$ cat src/rtl/voice_jbuf_pkg.sv
// Shared types and constants for the voice jitter-buffer controller.
package voice_jbuf_pkg;

    typedef enum logic {
        ST_PREFILL = 1'b0,
        ST_PLAY    = 1'b1
    } jbuf_state_t;

    localparam int STAT_W = 16;

    function automatic int jbuf_depth(input int asize);
        return 1 << asize;
    endfunction

endpackage

$ cat src/rtl/voice_jbuf_stats.sv
// Two saturating event counters (underrun, overflow), cleared only by reset.
module voice_jbuf_stats
    import voice_jbuf_pkg::*;
(
    input  logic              clk,
    input  logic              rst,
    input  logic              underrun_evt,
    input  logic              overflow_evt,
    output logic [STAT_W-1:0] underrun_cnt,
    output logic [STAT_W-1:0] overflow_cnt
);

    function automatic logic [STAT_W-1:0] sat_inc(input logic [STAT_W-1:0] v);
        return (v == {STAT_W{1'b1}}) ? v : v + 1'b1;
    endfunction

    always_ff @(posedge clk) begin
        if (rst) begin
            underrun_cnt <= '0;
            overflow_cnt <= '0;
        end else begin
            if (underrun_evt) underrun_cnt <= sat_inc(underrun_cnt);
            if (overflow_evt) overflow_cnt <= sat_inc(overflow_cnt);
        end
    end

endmodule

$ cat src/rtl/voice_jbuf_ctrl.sv
// Jitter-buffer controller driving an external sync-write/async-read RAM as a ring.
// Optional statistics counters are built when VOICE_JBUF_STATS_EN is defined.
module voice_jbuf_ctrl
    import voice_jbuf_pkg::*;
#(
    parameter int ASIZE   = 13,
    parameter int DSIZE   = 8,
    parameter int PREFILL = 256
) (
    input  logic              i_clk,
    input  logic              i_rst,
    input  logic              i_flush,
    input  logic              i_wr_valid,
    output logic              o_wr_ready,
    input  logic [DSIZE-1:0]  i_wr_data,
    output logic              o_rd_valid,
    input  logic              i_rd_ready,
    output logic [DSIZE-1:0]  o_rd_data,
    output logic              o_ram_we,
    output logic [ASIZE-1:0]  o_ram_wr_addr,
    output logic [DSIZE-1:0]  o_ram_wr_data,
    output logic [ASIZE-1:0]  o_ram_rd_addr,
    input  logic [DSIZE-1:0]  i_ram_q,
    output logic [ASIZE:0]    o_count,
    output logic              o_playing,
    output logic              o_underrun,
    output logic [STAT_W-1:0] o_underrun_cnt,
    output logic [STAT_W-1:0] o_overflow_cnt
);

    localparam logic [ASIZE:0] DEPTH_C   = (ASIZE+1)'(jbuf_depth(ASIZE));
    localparam logic [ASIZE:0] PREFILL_C = (ASIZE+1)'(PREFILL);

    logic [ASIZE-1:0] wr_ptr;
    logic [ASIZE-1:0] rd_ptr;
    logic [ASIZE:0]   count;
    jbuf_state_t      state;
    jbuf_state_t      state_nxt;
    logic             underrun_nxt;
    logic             full;
    logic             empty;
    logic             wr_fire;
    logic             rd_fire;

    assign full    = (count == DEPTH_C);
    assign empty   = (count == '0);
    assign wr_fire = i_wr_valid & ~full & ~i_flush;
    assign rd_fire = o_rd_valid & i_rd_ready & ~i_flush;

    assign o_wr_ready    = ~full;
    assign o_rd_valid    = (state == ST_PLAY) & ~empty;
    assign o_rd_data     = i_ram_q;
    assign o_ram_we      = wr_fire;
    assign o_ram_wr_addr = wr_ptr;
    assign o_ram_wr_data = i_wr_data;
    assign o_ram_rd_addr = rd_ptr;
    assign o_count       = count;
    assign o_playing     = (state == ST_PLAY);

    // Pointers wrap naturally at ASIZE bits; count carries the extra bit for full.
    always_ff @(posedge i_clk) begin
        if (i_rst || i_flush) begin
            wr_ptr <= '0;
            rd_ptr <= '0;
            count  <= '0;
        end else begin
            if (wr_fire) wr_ptr <= wr_ptr + 1'b1;
            if (rd_fire) rd_ptr <= rd_ptr + 1'b1;
            case ({wr_fire, rd_fire})
                2'b10:   count <= count + 1'b1;
                2'b01:   count <= count - 1'b1;
                default: count <= count;
            endcase
        end
    end

    always_ff @(posedge i_clk) begin
        if (i_rst) begin
            state      <= ST_PREFILL;
            o_underrun <= 1'b0;
        end else begin
            state      <= state_nxt;
            o_underrun <= underrun_nxt;
        end
    end

    // Threshold compares the registered count, so playout starts one cycle after it is met.
    always_comb begin
        state_nxt    = state;
        underrun_nxt = 1'b0;
        if (i_flush) begin
            state_nxt = ST_PREFILL;
        end else begin
            case (state)
                ST_PREFILL: if (count >= PREFILL_C) state_nxt = ST_PLAY;
                ST_PLAY: begin
                    if (empty && i_rd_ready) begin
                        state_nxt    = ST_PREFILL;
                        underrun_nxt = 1'b1;
                    end
                end
                default: state_nxt = ST_PREFILL;
            endcase
        end
    end

`ifdef VOICE_JBUF_STATS_EN
    logic overflow_evt;
    assign overflow_evt = i_wr_valid & full & ~i_flush;

    voice_jbuf_stats u_stats (
        .clk          (i_clk),
        .rst          (i_rst),
        .underrun_evt (underrun_nxt),
        .overflow_evt (overflow_evt),
        .underrun_cnt (o_underrun_cnt),
        .overflow_cnt (o_overflow_cnt)
    );
`else
    assign o_underrun_cnt = '0;
    assign o_overflow_cnt = '0;
`endif

endmodule

$ cat config.mk
export PLATFORM = sky130hd
export DESIGN_NAME = voice_jbuf_ctrl
export DESIGN_NICKNAME = d
export VERILOG_FILES = /design/src/rtl/voice_jbuf_pkg.sv /design/src/rtl/voice_jbuf_stats.sv /design/src/rtl/voice_jbuf_ctrl.sv
export SDC_FILE = /design/constraint.sdc
export NUM_CORES = 1
export LEC_CHECK = 0
export ABC_CLOCK_PERIOD_IN_PS = 3600
export CORE_ASPECT_RATIO = 0.75
export CORE_MARGIN = 4
export CORE_UTILIZATION = 39
export DETAILED_ROUTE_END_ITERATION = 12
export GPL_TIMING_DRIVEN = 0
export PLACE_DENSITY = 0.87
export SLEW_MARGIN = 25
export SYNTH_ARGS = -nofsm -noshare
export SYNTH_HDL_FRONTEND = slang
export SYNTH_SLANG_ARGS = --single-unit
$ cat constraint.sdc
create_clock -name i_clk -period 3.6 [get_ports i_clk]
set_clock_uncertainty 0.15 [all_clocks]
set_input_delay 0.72 -clock i_clk [delete_from_list [all_inputs] [get_ports i_clk]]
set_output_delay 0.72 -clock i_clk [all_outputs]
set_load 0.005 [all_outputs]
**After elaboration in Yosys (flattened, before gate mapping)**

Index checks and enable logic that the tools add are counted.

- Logic and storage cells: 33
- Flip-flop bits (word level): 42
- Output and inout bits: 93
- Bits of input ports: 21

- Mux-type cells: 5
- Eq/ne operators: 3
- $add $sub $neg: 4
- Reductions and logical operators: 6
- Bitwise gates (word level): 9
- Order comparisons: 1

Operators by type and width:

| cell | number |
|---|---|
| one-hot mux 14 bit (2 select lines) | 1 |
| adder 13 x 1 -> 13 bit (second input constant) | 2 |
| adder 14 x 1 -> 14 bit (second input constant) | 1 |
| equality test 14 bit (second input constant) | 1 |
| >= comparator 14 x 9 -> 1 bit (second input constant) | 1 |
| logical NOT 14 bit | 1 |
| subtractor 14 x 1 -> 14 bit (second input constant) | 1 |
| AND 1 bit | 5 |
| inverter 1 bit | 4 |
| two-way mux 1 bit | 3 |
| OR reduction 3 bit | 1 |
| equality test 2 x 1 -> 1 bit (second input constant) | 1 |
| equality test 2 bit (second input constant) | 1 |
| one-hot mux 1 bit (2 select lines) | 1 |
| nonzero test 2 bit | 1 |
| OR reduction 2 bit | 1 |
| logical AND 1 bit | 1 |
| logical OR 1 bit | 1 |

**Logic depth before layout (Yosys ltp)**

Gate-level depths: netlist of run 1.

- Depth in word-level cells: 7
- Gate-level depth with buffers: 14
- Mapped depth without buffers: 13

**Worst setup path after synthesis of run 1**

OpenSTA, ideal clock, no wires.

- Kind: flip-flop to flip-flop
- Start: register count[0] (netlist: o_count[0])
- End: register count[12] (netlist: o_count[12])
- Library setup time: 0.120 ns
- Data required time: 3.330 ns
- Data arrival time: 3.555 ns
- Stages on the path, launching flop included: 15
- Clock period less this slack: 3.824 ns
- Buffers on the path: 1
- Setup slack: -0.224 ns
- Cells stage by stage: dfxtp_1 nor4_1 and4_1 buf_6 a211oi_1 inv_1 ha_1 fa_1 a21o_1 a21o_1 a2111oi_0 nor2_1 a311oi_2 nor4_1 a211o_1

- Elaborated cells between the ends (all ways): 15
- Those cells by class: add/sub: 2; eq/ne: 3; mux: 1; bitwise: 7; reduce/logical: 2

RTL lines:

| what | RTL line | text |
|---|---|---|
| start, declared | voice_jbuf_ctrl.sv:36 | `logic [ASIZE:0] count;` |
| start signal, assigned | voice_jbuf_ctrl.sv:70 | `2'b10: count <= count + 1'b1;` |
| start signal, assigned | voice_jbuf_ctrl.sv:71 | `2'b01: count <= count - 1'b1;` |
| start signal, assigned | voice_jbuf_ctrl.sv:72 | `default: count <= count;` |
| equality test 14 bit (*) | voice_jbuf_ctrl.sv:45 | `assign full = (count == DEPTH_C);` |
| inverter 1 bit (*) | voice_jbuf_ctrl.sv:47 | `assign wr_fire = i_wr_valid & ~full & ~i_flush;` |
| AND 1 bit (*) (2 in series) | voice_jbuf_ctrl.sv:47 |  |
| net o_ram_we | voice_jbuf_ctrl.sv:19 | `output logic o_ram_we,` |
| equality test 2 x 1 -> 1 bit or equality test 2 bit (tied branches) | voice_jbuf_ctrl.sv:69 | `case ({wr_fire, rd_fire})` |
| one-hot mux 14 bit (2 select lines) or nonzero test 2 bit (tied branches) | -- |  |

The timed path passes the listed nets; every way through them passes the cells marked *.
A chain may end at the register's enable or synchronous reset.

**Worst setup path after layout of run 1**

- Start: register count[0] (netlist: o_count[0])
- End: register count[12] (netlist: o_count[12])

- Longest elaborated chain between the ends: 7
- Elaborated cells between the ends (all ways): 15
- Those cells by class: add/sub: 2; eq/ne: 3; mux: 1; bitwise: 7; reduce/logical: 2

RTL lines:

| what | RTL line | text |
|---|---|---|
| logical NOT 14 bit | voice_jbuf_ctrl.sv:46 | `assign empty = (count == '0);` |
| inverter 1 bit | voice_jbuf_ctrl.sv:51 | `assign o_rd_valid = (state == ST_PLAY) & ~empty;` |
| AND 1 bit | voice_jbuf_ctrl.sv:51 |  |
| AND 1 bit (2 in series) | voice_jbuf_ctrl.sv:48 | `assign rd_fire = o_rd_valid & i_rd_ready & ~i_flush;` |
| equality test 2 x 1 -> 1 bit or equality test 2 bit (tied branches) | voice_jbuf_ctrl.sv:69 |  |
| one-hot mux 14 bit (2 select lines) or nonzero test 2 bit (tied branches) | -- |  |

Several ways; a longest one is shown, not always the timed one.

==> metrics, run 1 <==
DRT Wirelength=7250 um; Root Buffer=clkbuf_8; ANT cells=0; number of flops mapped to enable cells by yosys=0; Clock Tree Buf Depth=2; post-synthesis cell type count=49; worst slew pin tran=~0.57 ns; Vias=~2.6k; Die ar.=8460 um2; Critical Path RT=3.64 ns; Ports=114; reg2reg start=o_count[0]; DP Cell Count=roughly 510; crit path to=o_count[12]; Tmin final=roughly 3.5 ns; warnings from Yosys=0; share of layout cells above drive strength 1=24.3%; final net count=480; WL per Instance=13.7 um; vias in the first global route=~2.4k; Peak VDD IR=202 uV; Setup-failing EPs final=0; initial antenna violation count=0; H-tree levels=2; CP Launch Type=register; clock sink count=42; Syn Area/Cell=approximately 8.4 um2; hold_buf cts=0; area post-placement=3630 um2; synthesized cell area=2740 um2; run status=complete, no violations; post-synthesis sequential area ratio=30.6%; R2R Setup Slk=between 0.1 and 0.15 ns; Synth Flop Type=dfxtp_1; asr flop ratio synth=0%; Worst-Skew Late Latency=0.30 ns; Worst Path Max Fanout=7; Slew headroom=just over 60%; HPWL Detailed=5390 um; reg-to-reg critical path endpoint=o_count[12]; Arr. time, crit path=3.52 ns; finished layout cell area=4010 um2; post-synthesis register bit count=42; Fin. Hold Viols=0; Min-Delay Path Class=reg -> reg; first-pass GRT wire length=11,700 um; Die Height=about 80 um; hold depth=2; Buffers on Ports=65; pwr dens=about 260 nW/um2; DRT antenna net count=0; GRT Overall Usage=between 10% and 20%; Post-route DRC=0; CTS tree=done; total power=1.03 mW; P_leak=1.74 nW; # fillers=between 600 and 700; largest net degree at the start of global routing=15; Initial Utilization=between 40% and 50%; GPL Wtd Cong=0.900; leading cell types in the layout, fill and taps excluded=clkdlybuf4s50_1, buf_4, nor2_1; Layout Cells excl Fill=528; Max Fclk=roughly 290 MHz; Core ar.=6830 um2; maxcap violations=0; FP Rows=26; Initial DRC Count=between 70 and 80; Crit. Startpoint=o_count[0]; final worst path period share=96.8%; worst setup path class=reg -> reg; fin. max-slew vios=0; Area Overhead vs Synth=46.2%; CTS Buf Count=5; Worst setup EP type=register; CTS clk-pin slew, worst paths=0.09 ns; hold_ws=0.360 ns; total gr overflow=0; DR pass1 iterations=4; R2R depth=14; vias per inst=4.85; Synth Instances=approximately 330; Die X-Extent=about 100 um; commonest non-fill, non-tap cell in the layout=clkdlybuf4s50_1
## registers in the layout, summed over array words and instances, names as in the netlist
name / count
o_count: 14
o_underrun: 1
o_ram_rd_addr: 13
o_playing: 1
o_ram_wr_addr: 13
## logic make-up after synthesis
logic type / share of synthesized area (%)
compound gates: 15.1
xor+xnor: 7.66
fa+ha+maj: 7.57
buf+inv: 15.9
flops: 30.6
mux: 1.87
other cells: 0.137
simple gates: 21.1
## per-layer routing
metal	vias up	global-route usage, %	wire length, um
li1	1301	-	-
met3	12	4.50	436
met2	71	28.7	3420
met4	0	3.54	82
met1	1178	22.1	3310
met5	-	0	0
## cell type report
cell class	instances	area, um2	area share [%]
plain buffers	57	402	10.0
multi-input cells	250	1720	42.8
repair buffers	79	767	19.1
well taps	84	105	2.62
clock inverters	3	68.8	1.71
clock buffers	5	68.8	1.71
inverters	8	30.0	0.748
flip-flops and latches	42	853	21.3
## worst min-delay path by stage
stage,startpoint,to,slack (ns)
after floorplan,o_ram_rd_addr[5],o_ram_rd_addr[5],0.33
after detailed placement,o_ram_rd_addr[5],o_ram_rd_addr[5],0.35
after global placement,o_ram_wr_addr[7],o_ram_wr_addr[7],0.33
final,o_ram_wr_addr[7],o_ram_wr_addr[7],0.36
after global routing,o_ram_wr_addr[11],o_ram_wr_addr[11],0.40
after CTS,o_ram_wr_addr[9],o_ram_wr_addr[9],0.36
## timing repair
item,4_1_cts,5_1_grt
setup endpoints to repair,5,6
gates resized for setup,13,23
gates cloned,0,0
setup buffers,12,2
pin swaps,5,10
## report_power, final
group | switching (mW) | internal, mW | total (mW)
registers | 0.00298 | 0.465 | 0.468
logic | 0.0466 | 0.0665 | 0.113
clock network | 0.173 | 0.278 | 0.451
total | 0.223 | 0.809 | 1.03
## worst max-delay path, cell delays in order, from the launching register on
cell and delay, ns:
dfxtp_4 0.39, nor4_4 0.30, and4_1 0.24, buf_6 0.14
a211oi_2 0.08, inv_1 0.11, ha_4 0.21, buf_4 0.14
ha_2 0.31, a21o_1 0.22, a2111oi_4 0.36, nor2_2 0.10
a311oi_2 0.32, nor4_1 0.07, a211o_1 0.24
## synth_stat cells (2+ instances only)
library cell | count | share of area, %
buf_4 | 48 | 13
dfxtp_1 | 42 | 31
nor2_1 | 39 | 5.3
nand2_1 | 25 | 3.4
a21oi_1 | 18 | 3.3
xor2_1 | 18 | 5.7
ha_1 | 15 | 6.8
o21ai_0 | 11 | 2.0
nand3_1 | 9 | 1.6
and3_1 | 8 | 1.8
clkbuf_1 | 8 | 1.1
inv_1 | 8 | 1.1
or3_1 | 7 | 1.6
a21o_1 | 6 | 1.6
xnor2_1 | 6 | 1.9
a211oi_1 | 5 | 1.4
mux2i_1 | 4 | 1.5
nand4_1 | 4 | 0.91
nor3_1 | 4 | 0.73
a31oi_1 | 3 | 0.68
nor2b_1 | 3 | 0.68
nor4_1 | 3 | 0.68
nand4_4 | 2 | 1.6
nand4b_1 | 2 | 0.64
o21a_1 | 2 | 0.55
o31ai_1 | 2 | 0.55
or2_2 | 2 | 0.46
or4_1 | 2 | 0.55
## metrics by stage
stage / TNS, ns / utilization [%] / worst slack [ns]
4_1_cts: -0.0359 / 57.4 / -0.0359
6_report: 0 / 58.7 / 0.116
3_5_place_dp: -3.88 / 53.2 / -0.772
2_1_floorplan: 0 / - / 0.0229
3_3_place_gp: -3.50 / 53.2 / -0.757
5_1_grt: -0.0419 / 58.7 / -0.0253
Power figures use the tool's default switching activity.
==> run 2: changes to the inputs <==
GPL_ROUTABILITY_DRIVEN = 0   (was not set)
==> run 2 against run 1 <==
Global-route usage is essentially flat; worst setup slack lost 0.031 ns; power shrank 9.2%; die area is the same; combinational power about the same; sequential share of layout area grew 0.54 points; clock power is 20% lower; highest routed layer unchanged; register-to-register slack worse by 0.03 ns; first-iteration DRC count increased by 78%; critical endpoint unchanged; via count increased by 2.0%.
==> metrics, run 2 (synthesized netlist as in run 1, its figures left out) <==
run status=complete, no violations; clock sink count=42; Slew headroom=62.4%; final net count=just under 500; final worst path period share=97.6%; DR pass1 iterations=4; maxcap violations=0; Worst-Skew Late Latency=0.29 ns; total gr overflow=0; Initial DRC Count=141; Worst Path Max Fanout=5; Arr. time, crit path=between 3 and 4 ns; ANT cells=0; share of layout cells above drive strength 1=25.0%; unrepaired setup endpoints after global routing=true; P_leak=1.74 nW; Core ar.=6830 um2; fin. max-slew vios=0; area post-placement=3630 um2; slowest stage delay, CP=0.38 ns; Clock Tree Buf Depth=2; DRT antenna net count=0; vias per inst=4.91; Critical Path, Cell by Cell=nor4_4 -> and4_1 -> buf_6 -> a211oi_4 -> ha_4 -> buf_4 -> fa_2 -> a21o_1 -> a21o_1 -> a2111oi_2 -> nor2_1 -> a311oi_2 -> nor4_1 -> a211o_1; Setup-failing EPs final=0; CTS tree=done; Area Overhead vs Synth=45.3%; # fillers=632; cell mode on critical path=a21o_1; Bufs and invs on worst path=2; Critical Path RT=3.62 ns; Min-Delay Path Class=reg -> reg; Die X-Extent=105 um; worst slew pin tran=0.565 ns; Initial Utilization=40.2%; Die ar.=8460 um2; Post-route DRC=0; Die Height=80.6 um; max FFs per register=14; Buffers on Ports=65; CP Launch Type=register; Root Buffer=clkbuf_8; HPWL Detailed=about 5500 um; first-pass GRT wire length=12,000 um; GRT Overall Usage=17.1%; cell family with most CP delay=compound AO/OA/AOI/OAI gates; CTS clk-pin slew, worst paths=0.08 ns; vias in the first global route=2,479; CTS Buf Count=5; Worst setup EP type=register; initial antenna violation count=0; Ports=114; pwr dens=235 nW/um2; FP Rows=26; finished layout cell area=between 3000 and 4000 um2; commonest non-fill, non-tap cell in the layout=buf_4; Fin. Hold Viols=0; H-tree levels=2; largest net degree at the start of global routing=13; worst setup path class=reg -> reg; slowest library cell on the worst path=dfxtp_4; Vias=~2.6k; leading cell types in the layout, fill and taps excluded=buf_4, clkdlybuf4s50_1, nor2_1; WL per Instance=13.7 um; hold_ws=0.349 ns; DRT Wirelength=7310 um; Tmin final=3.52 ns; total power=937 uW; Max Fclk=284 MHz; Peak VDD IR=around 210 uV
[run 2: stage by stage]
| step | utilization (%) | instances | worst slack (ns) | setup TNS, ns |
|---|---|---|---|---|
| after floorplan | - | 358 | 0.0229 | 0 |
| after global placement | 53.2 | 507 | -0.751 | -3.35 |
| after detailed placement | 53.2 | 507 | -0.806 | -4.08 |
| after CTS | 56.0 | 522 | 0.0460 | 0 |
| after global routing | 58.4 | 532 | -0.0302 | -0.0524 |
| final | 58.4 | 532 | 0.0847 | 0 |
[run 2: power by group]
part | leakage (nW) | switching [mW] | total, mW | internal [mW]
clock | 0.0524 | 0.153 | 0.361 | 0.208
combinational | 1.34 | 0.0469 | 0.112 | 0.0647
sequential | 0.347 | 0.00281 | 0.465 | 0.462
[run 2: cell type report]
cell class | count | area, um2 | area share, %
plain buffers | 57 | 402 | 10.1
clock buffers | 7 | 76.3 | 1.91
multi-input cells | 250 | 1690 | 42.4
flip-flops and latches | 42 | 870 | 21.8
inverters | 8 | 30.0 | 0.753
repair buffers | 83 | 786 | 19.7
well taps | 84 | 105 | 2.64
clock inverters | 1 | 30.0 | 0.753
[run 2: per-layer routing]
| metal | global-route usage, % | vias up | routed length (um) |
|---|---|---|---|
| met2 | 28.9 | 86 | 3570 |
| met1 | 22.6 | 1217 | 3200 |
| met3 | 4.50 | 6 | 483 |
| li1 | - | 1304 | - |
| met5 | 0 | - | 0 |
| met4 | 2.10 | 0 | 53 |
[run 2: timing repair]
action | CTS | global route
buffers inserted | 7 | 11
pin swaps | 4 | 11
hold buffers | 0 | 0
gates cloned | 0 | 0
setup endpoints to repair | 5 | 5
gates resized for setup | 11 | 31
[run 2: worst paths after layout]
kind	cells past startpoint	endpoint	slack, ns	from
setup reg to reg	14	o_count[12]	0.08	o_count[2]
setup / recovery	14	o_count[12]	0.08	o_count[2]
hold reg to reg	2	o_ram_wr_addr[7]	0.35	o_ram_wr_addr[7]
hold / removal	2	o_ram_wr_addr[7]	0.35	o_ram_wr_addr[7]
[run 2: worst register-to-register path: stages (launching register included)]
cell and delay, ns:
dfxtp_4 0.38, nor4_4 0.28, and4_1 0.24, buf_6 0.13, a211oi_4 0.08, ha_4 0.20, buf_4 0.14, fa_2 0.35
a21o_1 0.17, a21o_1 0.19, a2111oi_2 0.31, nor2_1 0.14, a311oi_2 0.35, nor4_1 0.08, a211o_1 0.23
